**config.mk**
```make
export PLATFORM = sky130hd
export DESIGN_NAME = dma_arbiter_flat
export DESIGN_NICKNAME = d
export VERILOG_FILES = /design/src/rtl/dma_arbiter_if.sv /design/src/rtl/dma_arbiter.sv /design/src/flat_wrapper.sv
export SDC_FILE = /design/constraint.sdc
export NUM_CORES = 1
export LEC_CHECK = 0
export ABC_AREA = 0
export CAP_MARGIN = 20
export CORE_UTILIZATION = 35
export DETAILED_ROUTE_END_ITERATION = 7
export GPL_ROUTABILITY_DRIVEN = 0
export GPL_TIMING_DRIVEN = 0
export MAX_ROUTING_LAYER = met4
export PLACE_DENSITY = 0.81
export SLEW_MARGIN = 15
export SYNTH_ARGS = -nofsm -noshare
export SYNTH_HDL_FRONTEND = slang
export SYNTH_SLANG_ARGS = --single-unit
export TNS_END_PERCENT = 100
```
**constraint.sdc**
```tcl
create_clock -name clkcpu -period 1.75 [get_ports clkcpu]
set_input_delay 0.35 -clock clkcpu [delete_from_list [all_inputs] [get_ports clkcpu]]
set_output_delay 0.35 -clock clkcpu [all_outputs]
set_load 0.005 [all_outputs]
```
**src/rtl/dma_arbiter_if.sv**
```systemverilog
// Bus bundle between the DMA arbiter, its three requesters and the external memory port.
// The master modport is the arbiter's view; slave is the environment's view.
interface dma_arbiter_if;
    logic        cpu_cyc;
    logic        cpu_stb;
    logic        cpu_we;
    logic [3:0]  cpu_sel;
    logic [21:0] cpu_addr;
    logic        cpu_ack;

    logic        vid_req;
    logic [21:0] vid_addr;
    logic        vid_ack;

    logic        snd_req;
    logic [21:0] snd_addr;
    logic        snd_ack;

    logic        mem_cyc_o;
    logic        mem_stb_o;
    logic        mem_we_o;
    logic [3:0]  mem_sel_o;
    logic [2:0]  mem_cti_o;
    logic [21:0] mem_addr_o;
    logic        mem_ack_i;

    modport master (
        input  cpu_cyc, cpu_stb, cpu_we, cpu_sel, cpu_addr,
        input  vid_req, vid_addr, snd_req, snd_addr, mem_ack_i,
        output cpu_ack, vid_ack, snd_ack,
        output mem_cyc_o, mem_stb_o, mem_we_o, mem_sel_o, mem_cti_o, mem_addr_o
    );

    modport slave (
        output cpu_cyc, cpu_stb, cpu_we, cpu_sel, cpu_addr,
        output vid_req, vid_addr, snd_req, snd_addr, mem_ack_i,
        input  cpu_ack, vid_ack, snd_ack,
        input  mem_cyc_o, mem_stb_o, mem_we_o, mem_sel_o, mem_cti_o, mem_addr_o
    );
endinterface

```
**src/rtl/dma_arbiter.sv**
```systemverilog
// Shares one wishbone memory port between CPU single-word accesses and video/sound
// 4-beat DMA bursts; bursts are never interrupted and CPU starvation by video is bounded.
module dma_arbiter (
    input  logic          clkcpu,
    input  logic          rst_i,
    dma_arbiter_if.master bus,
    output logic          cpu_owed
);

    typedef enum logic [1:0] {StIdle, StCpu, StVid, StSnd} state_e;

    localparam logic [2:0] CtiClassic = 3'b000;
    localparam logic [2:0] CtiIncr    = 3'b010;
    localparam logic [2:0] CtiEnd     = 3'b111;

    state_e      state_q, state_d;
    logic        cyc_q, cyc_d;
    logic        we_q, we_d;
    logic [3:0]  sel_q, sel_d;
    logic [2:0]  cti_q, cti_d;
    logic [21:0] addr_q, addr_d;
    logic [1:0]  cnt_q, cnt_d;
    logic        owed_q, owed_d;
    logic        cpu_req;
    logic        go_idle;
    logic [1:0]  cnt_inc;

    always_comb begin
        cpu_req = bus.cpu_cyc & bus.cpu_stb;
        cnt_inc = cnt_q + 2'd1;
        go_idle = 1'b0;
        state_d = state_q;
        cyc_d   = cyc_q;
        we_d    = we_q;
        sel_d   = sel_q;
        cti_d   = cti_q;
        addr_d  = addr_q;
        cnt_d   = cnt_q;
        owed_d  = owed_q;

        case (state_q)
            StIdle: begin
                if (bus.snd_req) begin
                    state_d = StSnd;
                    cyc_d   = 1'b1;
                    we_d    = 1'b0;
                    sel_d   = 4'hF;
                    cti_d   = CtiIncr;
                    cnt_d   = 2'd0;
                    addr_d  = {bus.snd_addr[21:2], 2'b00};
                end else if (bus.vid_req && !(owed_q && cpu_req)) begin
                    state_d = StVid;
                    cyc_d   = 1'b1;
                    we_d    = 1'b0;
                    sel_d   = 4'hF;
                    cti_d   = CtiIncr;
                    cnt_d   = 2'd0;
                    addr_d  = {bus.vid_addr[21:2], 2'b00};
                end else if (cpu_req) begin
                    state_d = StCpu;
                    cyc_d   = 1'b1;
                    we_d    = bus.cpu_we;
                    sel_d   = bus.cpu_sel;
                    cti_d   = CtiClassic;
                    addr_d  = bus.cpu_addr;
                end
            end
            StCpu: begin
                // Not abortable: a dropped cyc still waits for the memory ack.
                if (bus.mem_ack_i) begin
                    go_idle = 1'b1;
                    owed_d  = 1'b0;
                end
            end
            StVid, StSnd: begin
                if (bus.mem_ack_i) begin
                    if (cnt_q == 2'd3) begin
                        go_idle = 1'b1;
                        if (cpu_req) begin
                            owed_d = 1'b1;
                        end
                    end else begin
                        cnt_d  = cnt_inc;
                        addr_d = {addr_q[21:2], cnt_inc};
                        cti_d  = (cnt_inc == 2'd3) ? CtiEnd : CtiIncr;
                    end
                end
            end
            default: go_idle = 1'b1;
        endcase

        if (go_idle) begin
            state_d = StIdle;
            cyc_d   = 1'b0;
            we_d    = 1'b0;
            sel_d   = 4'h0;
            cti_d   = CtiClassic;
            addr_d  = 22'h0;
            cnt_d   = 2'd0;
        end
    end

    always_ff @(posedge clkcpu) begin
        if (rst_i) begin
            state_q <= StIdle;
            cyc_q   <= 1'b0;
            we_q    <= 1'b0;
            sel_q   <= 4'h0;
            cti_q   <= 3'b000;
            addr_q  <= 22'h0;
            cnt_q   <= 2'd0;
            owed_q  <= 1'b0;
        end else begin
            state_q <= state_d;
            cyc_q   <= cyc_d;
            we_q    <= we_d;
            sel_q   <= sel_d;
            cti_q   <= cti_d;
            addr_q  <= addr_d;
            cnt_q   <= cnt_d;
            owed_q  <= owed_d;
        end
    end

    assign bus.mem_cyc_o  = cyc_q;
    assign bus.mem_stb_o  = cyc_q;
    assign bus.mem_we_o   = we_q;
    assign bus.mem_sel_o  = sel_q;
    assign bus.mem_cti_o  = cti_q;
    assign bus.mem_addr_o = addr_q;
    assign cpu_owed       = owed_q;

    // Acks are forwarded with no latency, but never during a reset cycle.
    assign bus.cpu_ack = bus.mem_ack_i & ~rst_i & (state_q == StCpu);
    assign bus.vid_ack = bus.mem_ack_i & ~rst_i & (state_q == StVid);
    assign bus.snd_ack = bus.mem_ack_i & ~rst_i & (state_q == StSnd);

endmodule

```
**src/flat_wrapper.sv**
```systemverilog
// flat-port wrapper written by rule: the top's interface ports become plain ports
module dma_arbiter_flat 
  (clkcpu, rst_i, cpu_owed, bus_cpu_cyc, bus_cpu_stb, bus_cpu_we, bus_cpu_sel, bus_cpu_addr, bus_vid_req, bus_vid_addr, bus_snd_req, bus_snd_addr, bus_mem_ack_i, bus_cpu_ack, bus_vid_ack, bus_snd_ack, bus_mem_cyc_o, bus_mem_stb_o, bus_mem_we_o, bus_mem_sel_o, bus_mem_cti_o, bus_mem_addr_o);
  dma_arbiter_if bus_i ();
  input  logic clkcpu;
  input  logic rst_i;
  output logic cpu_owed;
  input wire logic [$bits(bus_i.cpu_cyc)-1:0] bus_cpu_cyc;
  input wire logic [$bits(bus_i.cpu_stb)-1:0] bus_cpu_stb;
  input wire logic [$bits(bus_i.cpu_we)-1:0] bus_cpu_we;
  input wire logic [$bits(bus_i.cpu_sel)-1:0] bus_cpu_sel;
  input wire logic [$bits(bus_i.cpu_addr)-1:0] bus_cpu_addr;
  input wire logic [$bits(bus_i.vid_req)-1:0] bus_vid_req;
  input wire logic [$bits(bus_i.vid_addr)-1:0] bus_vid_addr;
  input wire logic [$bits(bus_i.snd_req)-1:0] bus_snd_req;
  input wire logic [$bits(bus_i.snd_addr)-1:0] bus_snd_addr;
  input wire logic [$bits(bus_i.mem_ack_i)-1:0] bus_mem_ack_i;
  output wire logic [$bits(bus_i.cpu_ack)-1:0] bus_cpu_ack;
  output wire logic [$bits(bus_i.vid_ack)-1:0] bus_vid_ack;
  output wire logic [$bits(bus_i.snd_ack)-1:0] bus_snd_ack;
  output wire logic [$bits(bus_i.mem_cyc_o)-1:0] bus_mem_cyc_o;
  output wire logic [$bits(bus_i.mem_stb_o)-1:0] bus_mem_stb_o;
  output wire logic [$bits(bus_i.mem_we_o)-1:0] bus_mem_we_o;
  output wire logic [$bits(bus_i.mem_sel_o)-1:0] bus_mem_sel_o;
  output wire logic [$bits(bus_i.mem_cti_o)-1:0] bus_mem_cti_o;
  output wire logic [$bits(bus_i.mem_addr_o)-1:0] bus_mem_addr_o;
  assign bus_i.cpu_cyc = bus_cpu_cyc;
  assign bus_i.cpu_stb = bus_cpu_stb;
  assign bus_i.cpu_we = bus_cpu_we;
  assign bus_i.cpu_sel = bus_cpu_sel;
  assign bus_i.cpu_addr = bus_cpu_addr;
  assign bus_i.vid_req = bus_vid_req;
  assign bus_i.vid_addr = bus_vid_addr;
  assign bus_i.snd_req = bus_snd_req;
  assign bus_i.snd_addr = bus_snd_addr;
  assign bus_i.mem_ack_i = bus_mem_ack_i;
  assign bus_cpu_ack = bus_i.cpu_ack;
  assign bus_vid_ack = bus_i.vid_ack;
  assign bus_snd_ack = bus_i.snd_ack;
  assign bus_mem_cyc_o = bus_i.mem_cyc_o;
  assign bus_mem_stb_o = bus_i.mem_stb_o;
  assign bus_mem_we_o = bus_i.mem_we_o;
  assign bus_mem_sel_o = bus_i.mem_sel_o;
  assign bus_mem_cti_o = bus_i.mem_cti_o;
  assign bus_mem_addr_o = bus_i.mem_addr_o;
  dma_arbiter u_core (.clkcpu(clkcpu), .rst_i(rst_i), .bus(bus_i), .cpu_owed(cpu_owed));
endmodule
```
==> results.py, run 1 <==
metrics = {
    "cts": {
        "clockRootBuffer": "clkbuf_8",
        "cts_hold_buffers": 0,
        "clock_sinks": 35,
        "path_clk_slew_ns": 0.07,
        "cts_htree_levels": 2,
        "cts_tree": "built",
        "clock_path_buffers": 2,
        "cts_buffers": 5,
        "worst_skew_pair.late_latency_ns": 0.29,
    },
    "yosys": {
        "synth_seq_cells": 35,
        "yosysWarnings": 0,
        "synthCells": 178,
        "synth_edf_count": 0,
        "async_flop_share_pct": 0,
        "ys_types": 38,
        "syn-num-nets": 258,
        "yosysSeqAreaShare_pct": 43.51,
        "syn_avg_cell_area_um2": 9.047,
        "yosys_most_used_dff": "dfxtp_1",
        "synth_area_mm2": 0.001610,
    },
    "sta": {
        "hold_ws_ns": 0.4633,
        "max_freq_mhz": 582.5,
        "final-hold-violation-count": 0,
        "period_share_pct": 98.10,
        "slew_headroom_pct": 55.48,
        "period_minus_slack_ns": 1.717,
        "drv_slew": 0,
        "worst_slew_pin_slew_ns": 0.6671,
        "finalSetupViolCount": 0,
        "rsz0062_at_grt": "yes",
        "fin_worst_skew_ns": 0.005306,
    },
    "global_routing": {
        "track_usage_pct": 22.66,
        "grt_pass1_wl_um": 8576,
        "overflow": 0,
        "grt_max_degree": 11,
        "grt_pass1_vias": 1850,
        "antenna_found_initial": 0,
    },
    "worst_setup_path": {
        "criticalPathCategory": "in2reg",
        "worst-path-max-fanout": 10,
        "cp-end-kind": "register",
        "cp_cell_sequence": "clkdlybuf4s50_1, a211oi_2, nor3_4, nor2_4, buf_6, o2bb2ai_1",
        "worst_r2r_endpoint": "u_core.bus.mem_addr_o[7]",
        "crit_arrival_ns": 1.93,
        "required_ns": 1.96,
        "r2r_cells": 7,
        "reg2reg_from": "u_core.state_q[1]",
        "slowest_delay_ns": 0.51,
        "r2r_slack_ns": 0.16,
        "slowest_stage": "a211oi_2",
        "start_kind": "input pin",
    },
    "routing": {
        "vias": 1828,
        "routed_via_density": 5.253,
        "drc_errors": 0,
        "postRouteAntennaNets": 0,
        "dr.pass1.iters": 4,
        "wl_per_cell_um": 14.80,
        "drt_wl_total_um": 5150,
        "drt_iter0_drc": 115,
    },
    "layout": {
        "multi_input_area_um2": 817.0,
        "nets": 375,
        "fin_area_mm2": 0.002912,
        "area_growth_syn_to_layout_pct": 80.81,
        "antenna_cells": 0,
        "regArea_um2": 703.2,
        "nFillCells": 386,
        "postLayoutCoreUtil_pct": 66.41,
        "final_cell_count_no_fill": 348,
        "drive_above_1_share_pct": 10.14,
    },
    "min_path": {
        "hp-start": "u_core.bus.mem_addr_o[4]",
        "whs_path_depth": 1,
        "min_to": "u_core.bus.mem_addr_o[4]",
        "hold_path_class": "reg2reg",
    },
    "place": {
        "dp_hpwl_um": 3680,
        "dpl.cell_count": 339,
        "placed_area_mm2": 0.002766,
        "portBuffers": 109,
    },
    "die": {
        "coreArea_mm2": 0.004384,
        "initial_core_util_pct": 36.73,
        "rows": 24,
        "die_x_um": 69.83,
        "boundaryPins": 114,
        "die_area_mm2": 0.004876,
        "die_y_um": 69.83,
    },
    "job": {
        "maxCapViolations": 0,
    },
    "run_status": {
        "status": "completed",
    },
    "power_and_ir_drop": {
        "powerDensity_mw_per_mm2": 793.1,
        "p_leak_nw": 1.074,
        "vdd_drop_max_v": 0.0004103,
    },
}
==> state kept, by name (all words and copies together), names as in the netlist <==
register and count:
u_core.bus.mem_we_o 1, u_core.bus.mem_cyc_o 1, u_core.cpu_owed 1, u_core.state_q 2, u_core.bus.mem_addr_o 22, u_core.bus.mem_sel_o 4
u_core.cnt_q 2, u_core.bus.mem_cti_o 2
==> stage by stage <==
| stage | setup slack (ns) | setup TNS [ns] | power, mW |
|---|---|---|---|
| 2_1_floorplan | 0.3518 | 0 | 1.230 |
| 3_3_place_gp | -0.4178 | -7.959 | 1.639 |
| 3_5_place_dp | -0.4270 | -8.421 | 1.651 |
| 4_1_cts | 0.05178 | 0 | 2.326 |
| 5_1_grt | -0.02720 | -0.09510 | 2.442 |
| 6_report | 0.03328 | 0 | 2.309 |
==> critical path: cells and delay by family <==
kind | cells | cell delay, ns
buffers and inverters | 2 | 0.64
and+or+nand+nor | 2 | 0.28
AOI/OAI and AO/OA | 2 | 0.64
==> Yosys cell counts, drive strengths merged, types with 2 or more instances <==
library cell	number	area, um2
nand2	5	18.77
ha	2	25.02
a21o	2	15.01
nor3	3	20.02
o22ai	24	150.1
clkbuf	9	33.78
nor2	12	52.55
a31oi	2	12.51
inv	4	15.01
buf	7	58.80
nand3b	3	22.52
o21ai	22	110.1
o2bb2ai	20	175.2
a21oi	7	35.03
nand3	3	15.01
dfxtp	35	700.7
==> per-layer routing <==
metal	GRT usage [%]	share of wire, %
met1	28.07	45
met2	36.75	47
met3	6.105	6.9
met4	5.333	0.95
met5	-	0
==> report_power, final <==
part | internal [mW] | switching, mW | total (mW)
clock | 0.359 | 0.290 | 0.649
sequential | 0.896 | 0.0562 | 0.952
combinational | 0.445 | 0.263 | 0.708
==> worst max path at each step <==
stage	startpoint	endpoint	slack [ns]	depth (start not counted)
global placement	bus_mem_ack_i	bus_vid_ack	-0.42	5
floorplan	u_core.cnt_q[0]	u_core.bus.mem_addr_o[16]	0.35	6
finish	bus_cpu_cyc	u_core.bus.mem_addr_o[7]	0.03	6
detailed placement	bus_mem_ack_i	bus_vid_ack	-0.43	5
CTS	bus_cpu_cyc	u_core.bus.mem_addr_o[7]	0.05	6
global route	bus_cpu_cyc	u_core.bus.mem_addr_o[7]	-0.03	6
==> kinds of logic after synthesis <==
family                   share of synthesized area [%]
AO/OA/AOI/OAI                                    35.90
flip-flops                                       43.51
AND/OR/NAND/NOR                                  10.88
buffers and inverters                            6.681
adder cells (fa/ha/maj)                          1.554
XOR/XNOR                                        0.5440
multiplexers                                    0.9321
==> final cells by class <==
type,instances,share of cell area [%]
multi-input combinational,123,28.06
inverter,4,0.5157
clock buffer,8,3.438
tap,52,2.235
timing repair buffer,110,37.60
sequential,35,24.15
buffer,16,3.997
==> repair_timing <==
action                                  in CTS  in global routing
endpoints found under the setup margin      20                 20
cloned                                       0                  0
setup buffers                                1                  0
gates resized for setup                     19                  7
==> cell usage in the layout (no fill, tap or decap), drive strengths merged, types with 2 or more instances in the layout <==
cell	count
nor2	12
dfxtp	35
nand3b	3
a31oi	2
nor3	3
buf	8
clkbuf	17
ha	2
o2bb2ai	20
clkdlybuf4s50	104
dlygate4sd2	4
a21oi	7
o22ai	24
a21o	2
nand3	3
nand2	5
inv	4
o21ai	22
Note: power is estimated with default switching activity, not from simulation.
==> run 2, diff against run 1 <==
CELL_PAD_IN_SITES_DETAIL_PLACEMENT = 1   (was default)
CELL_PAD_IN_SITES_GLOBAL_PLACEMENT = 1   (was default)
CORE_UTILIZATION = 24   (was 35)
HOLD_SLACK_MARGIN = 0.1   (was default)
==> run 2 against run 1 <==
Against the previous run: the flow now finishes with violations (DRC); via count increased by 1.3%; clock skew fell by 0.00067 ns; combinational power is 2.8% higher; routed wire length increased by 12%; count of clock-buffer cells in the layout unchanged; final area rose by 2.1%; register-to-register slack worse by 0.05 ns; die area rose by 44%; highest routed layer unchanged; critical path type unchanged.
==> results.py, run 2 (same netlist as run 1, synthesis figures left out) <==
metrics = {
    "run_status": {
        "status": "finished, violations left",
        "violations": "DRC",
    },
    "die": {
        "boundaryPins": 114,
        "coreArea_mm2": 0.006422,
        "die_area_mm2": 0.007041,
        "initial_core_util_pct": 25.07,
        "die_y_um": 83.91,
        "die_x_um": 83.91,
        "rows": 29,
    },
    "worst_setup_path": {
        "start_kind": "input pin",
        "worst-path-max-fanout": 10,
        "crit_arrival_ns": 1.89,
        "cp-end-kind": "register",
        "r2r_slack_ns": 0.11,
        "required_ns": 1.95,
        "criticalPathCategory": "in2reg",
    },
    "place": {
        "portBuffers": 109,
        "placed_area_mm2": 0.002798,
        "dp_hpwl_um": 4316,
        "dpl.cell_count": 364,
    },
    "layout": {
        "postLayoutCoreUtil_pct": 46.31,
        "area_growth_syn_to_layout_pct": 84.69,
        "drive_above_1_share_pct": 11.15,
        "final_cell_count_no_fill": 373,
        "largest_reg_flops": 22,
        "fin_area_mm2": 0.002974,
        "antenna_cells": 0,
        "nets": 375,
        "final_common_cell": "clkdlybuf4s50_1",
        "mostFrequentLayoutCells": "clkdlybuf4s50_1 (102), dfxtp_1 (34), o22ai_1 (24), o21ai_0 (20), o2bb2ai_1 (20)",
    },
    "sta": {
        "final-hold-violation-count": 0,
        "finalSetupViolCount": 0,
        "fin_worst_skew_ns": 0.004632,
        "max_freq_mhz": 591.9,
        "drv_slew": 0,
        "setup_tns_ns": 0,
        "rsz0062_at_grt": "yes",
        "worst_slew_pin_slew_ns": 0.4681,
        "period_minus_slack_ns": 1.689,
        "period_share_pct": 96.54,
        "slew_headroom_pct": 68.79,
    },
    "global_routing": {
        "antenna_found_initial": 0,
        "overflow": 0,
        "grt_pass1_vias": 1963,
        "grt_pass1_wl_um": 9522,
        "track_usage_pct": 17.47,
        "grt_max_degree": 11,
    },
    "cts": {
        "clockRootBuffer": "clkbuf_8",
        "cts_buffers": 5,
        "worst_skew_pair.late_latency_ns": 0.28,
        "path_clk_slew_ns": 0.07,
        "clock_path_buffers": 2,
        "cts_htree_levels": 2,
        "cts_tree": "built",
        "clock_sinks": 35,
    },
    "power_and_ir_drop": {
        "swShare_pct": 26.80,
        "p_switching_mw": 0.6239,
        "p_clk_share_pct": 27.8,
        "p_seq_share_pct": 40.9,
        "p_int_mw": 1.705,
        "vdd_drop_max_v": 0.0002636,
        "combPwrFrac_pct": 31.3,
        "p_leak_nw": 1.099,
        "total_power_mw": 2.328,
        "powerDensity_mw_per_mm2": 782.9,
    },
    "routing": {
        "drt_wl_total_um": 5754,
        "vias": 1852,
        "routed_via_density": 4.965,
        "drt_iter0_drc": 67,
        "wl_per_cell_um": 15.43,
        "drc_errors": 12,
        "dr.pass1.iters": 6,
        "postRouteAntennaNets": 0,
    },
    "job": {
        "maxCapViolations": 0,
    },
    "min_path": {
        "hold_path_class": "reg2reg",
    },
}
-- run 2: changes by cell type in the layout (fill, tap and decap cells not counted), moves of 2 or more --
cell / before / now
dlymetal6s2s_1: 0 / 2
clkdlybuf4s50_1: 104 / 102
clkbuf_1: 5 / 3
dfxtp_2: 2 / 0
-- run 2: power groups by stage --
stage	combinational [mW]	sequential (mW)	clock (mW)
2_1_floorplan	0.261	0.969	0
3_3_place_gp	0.689	0.962	0
3_5_place_dp	0.704	0.967	0
4_1_cts	0.726	0.954	0.671
5_1_grt	0.795	0.965	0.703
6_report	0.728	0.953	0.647
-- run 2: worst paths after layout --
path	from	to	cells past startpoint
max	bus_cpu_stb	u_core.bus.mem_addr_o[14]	6
max reg2reg	u_core.state_q[1]	u_core.bus.mem_addr_o[14]	7
min reg2reg	u_core.bus.mem_addr_o[16]	u_core.bus.mem_addr_o[16]	1
min	u_core.bus.mem_addr_o[16]	u_core.bus.mem_addr_o[16]	1
-- run 2: critical path, stage by stage --
cell             delay [ns]
clkdlybuf4s50_1        0.52
a211oi_4               0.43
nor3_4                 0.12
nor2_4                 0.15
buf_6                  0.16
o2bb2ai_1              0.15
-- run 2: area by class of cell --
type / count / area [um2]
Sequential cell: 35 / 704.4
Fill cell: 752 / 3448
Multi-Input combinational cell: 123 / 835.8
Timing Repair Buffer: 110 / 1101
Clock buffer: 8 / 100.1
Tap cell: 77 / 96.34
Inverter: 4 / 15.01
Buffer: 16 / 121.4
-- run 2: metrics by stage --
| step | hold slack (ns) | setup WS [ns] |
|---|---|---|
| 6_report | 0.4640 | 0.06055 |
| 5_1_grt | 0.4800 | -0.04743 |
| 4_1_cts | 0.4684 | 0.008396 |
| 3_5_place_dp | 0.4500 | -0.4662 |
| 3_3_place_gp | 0.4428 | -0.4337 |
| 2_1_floorplan | 0.4293 | 0.3518 |
-- run 2: metal layers --
layer	share of wire (%)	global-route usage [%]
met1	44	21.38
met2	48	28.54
met3	6.5	4.550
met4	1.8	4.545
met5	0	-
-- run 2: repair_timing --
item | 4_1_cts | 5_1_grt
cloned | 0 | 0
hold buffers | 0 | 0
endpoints found under the hold margin | 0 | 0
buffers inserted | 1 | 0
resized for setup | 21 | 17
setup endpoints to repair | 23 | 26
==> run 3, diff against run 2 <==
HOLD_SLACK_MARGIN = default   (was 0.1)
SLEW_MARGIN = 5   (was 15)
==> results of run 3 <==
The final DEF is identical to that of run 2; final timing and power are the same.
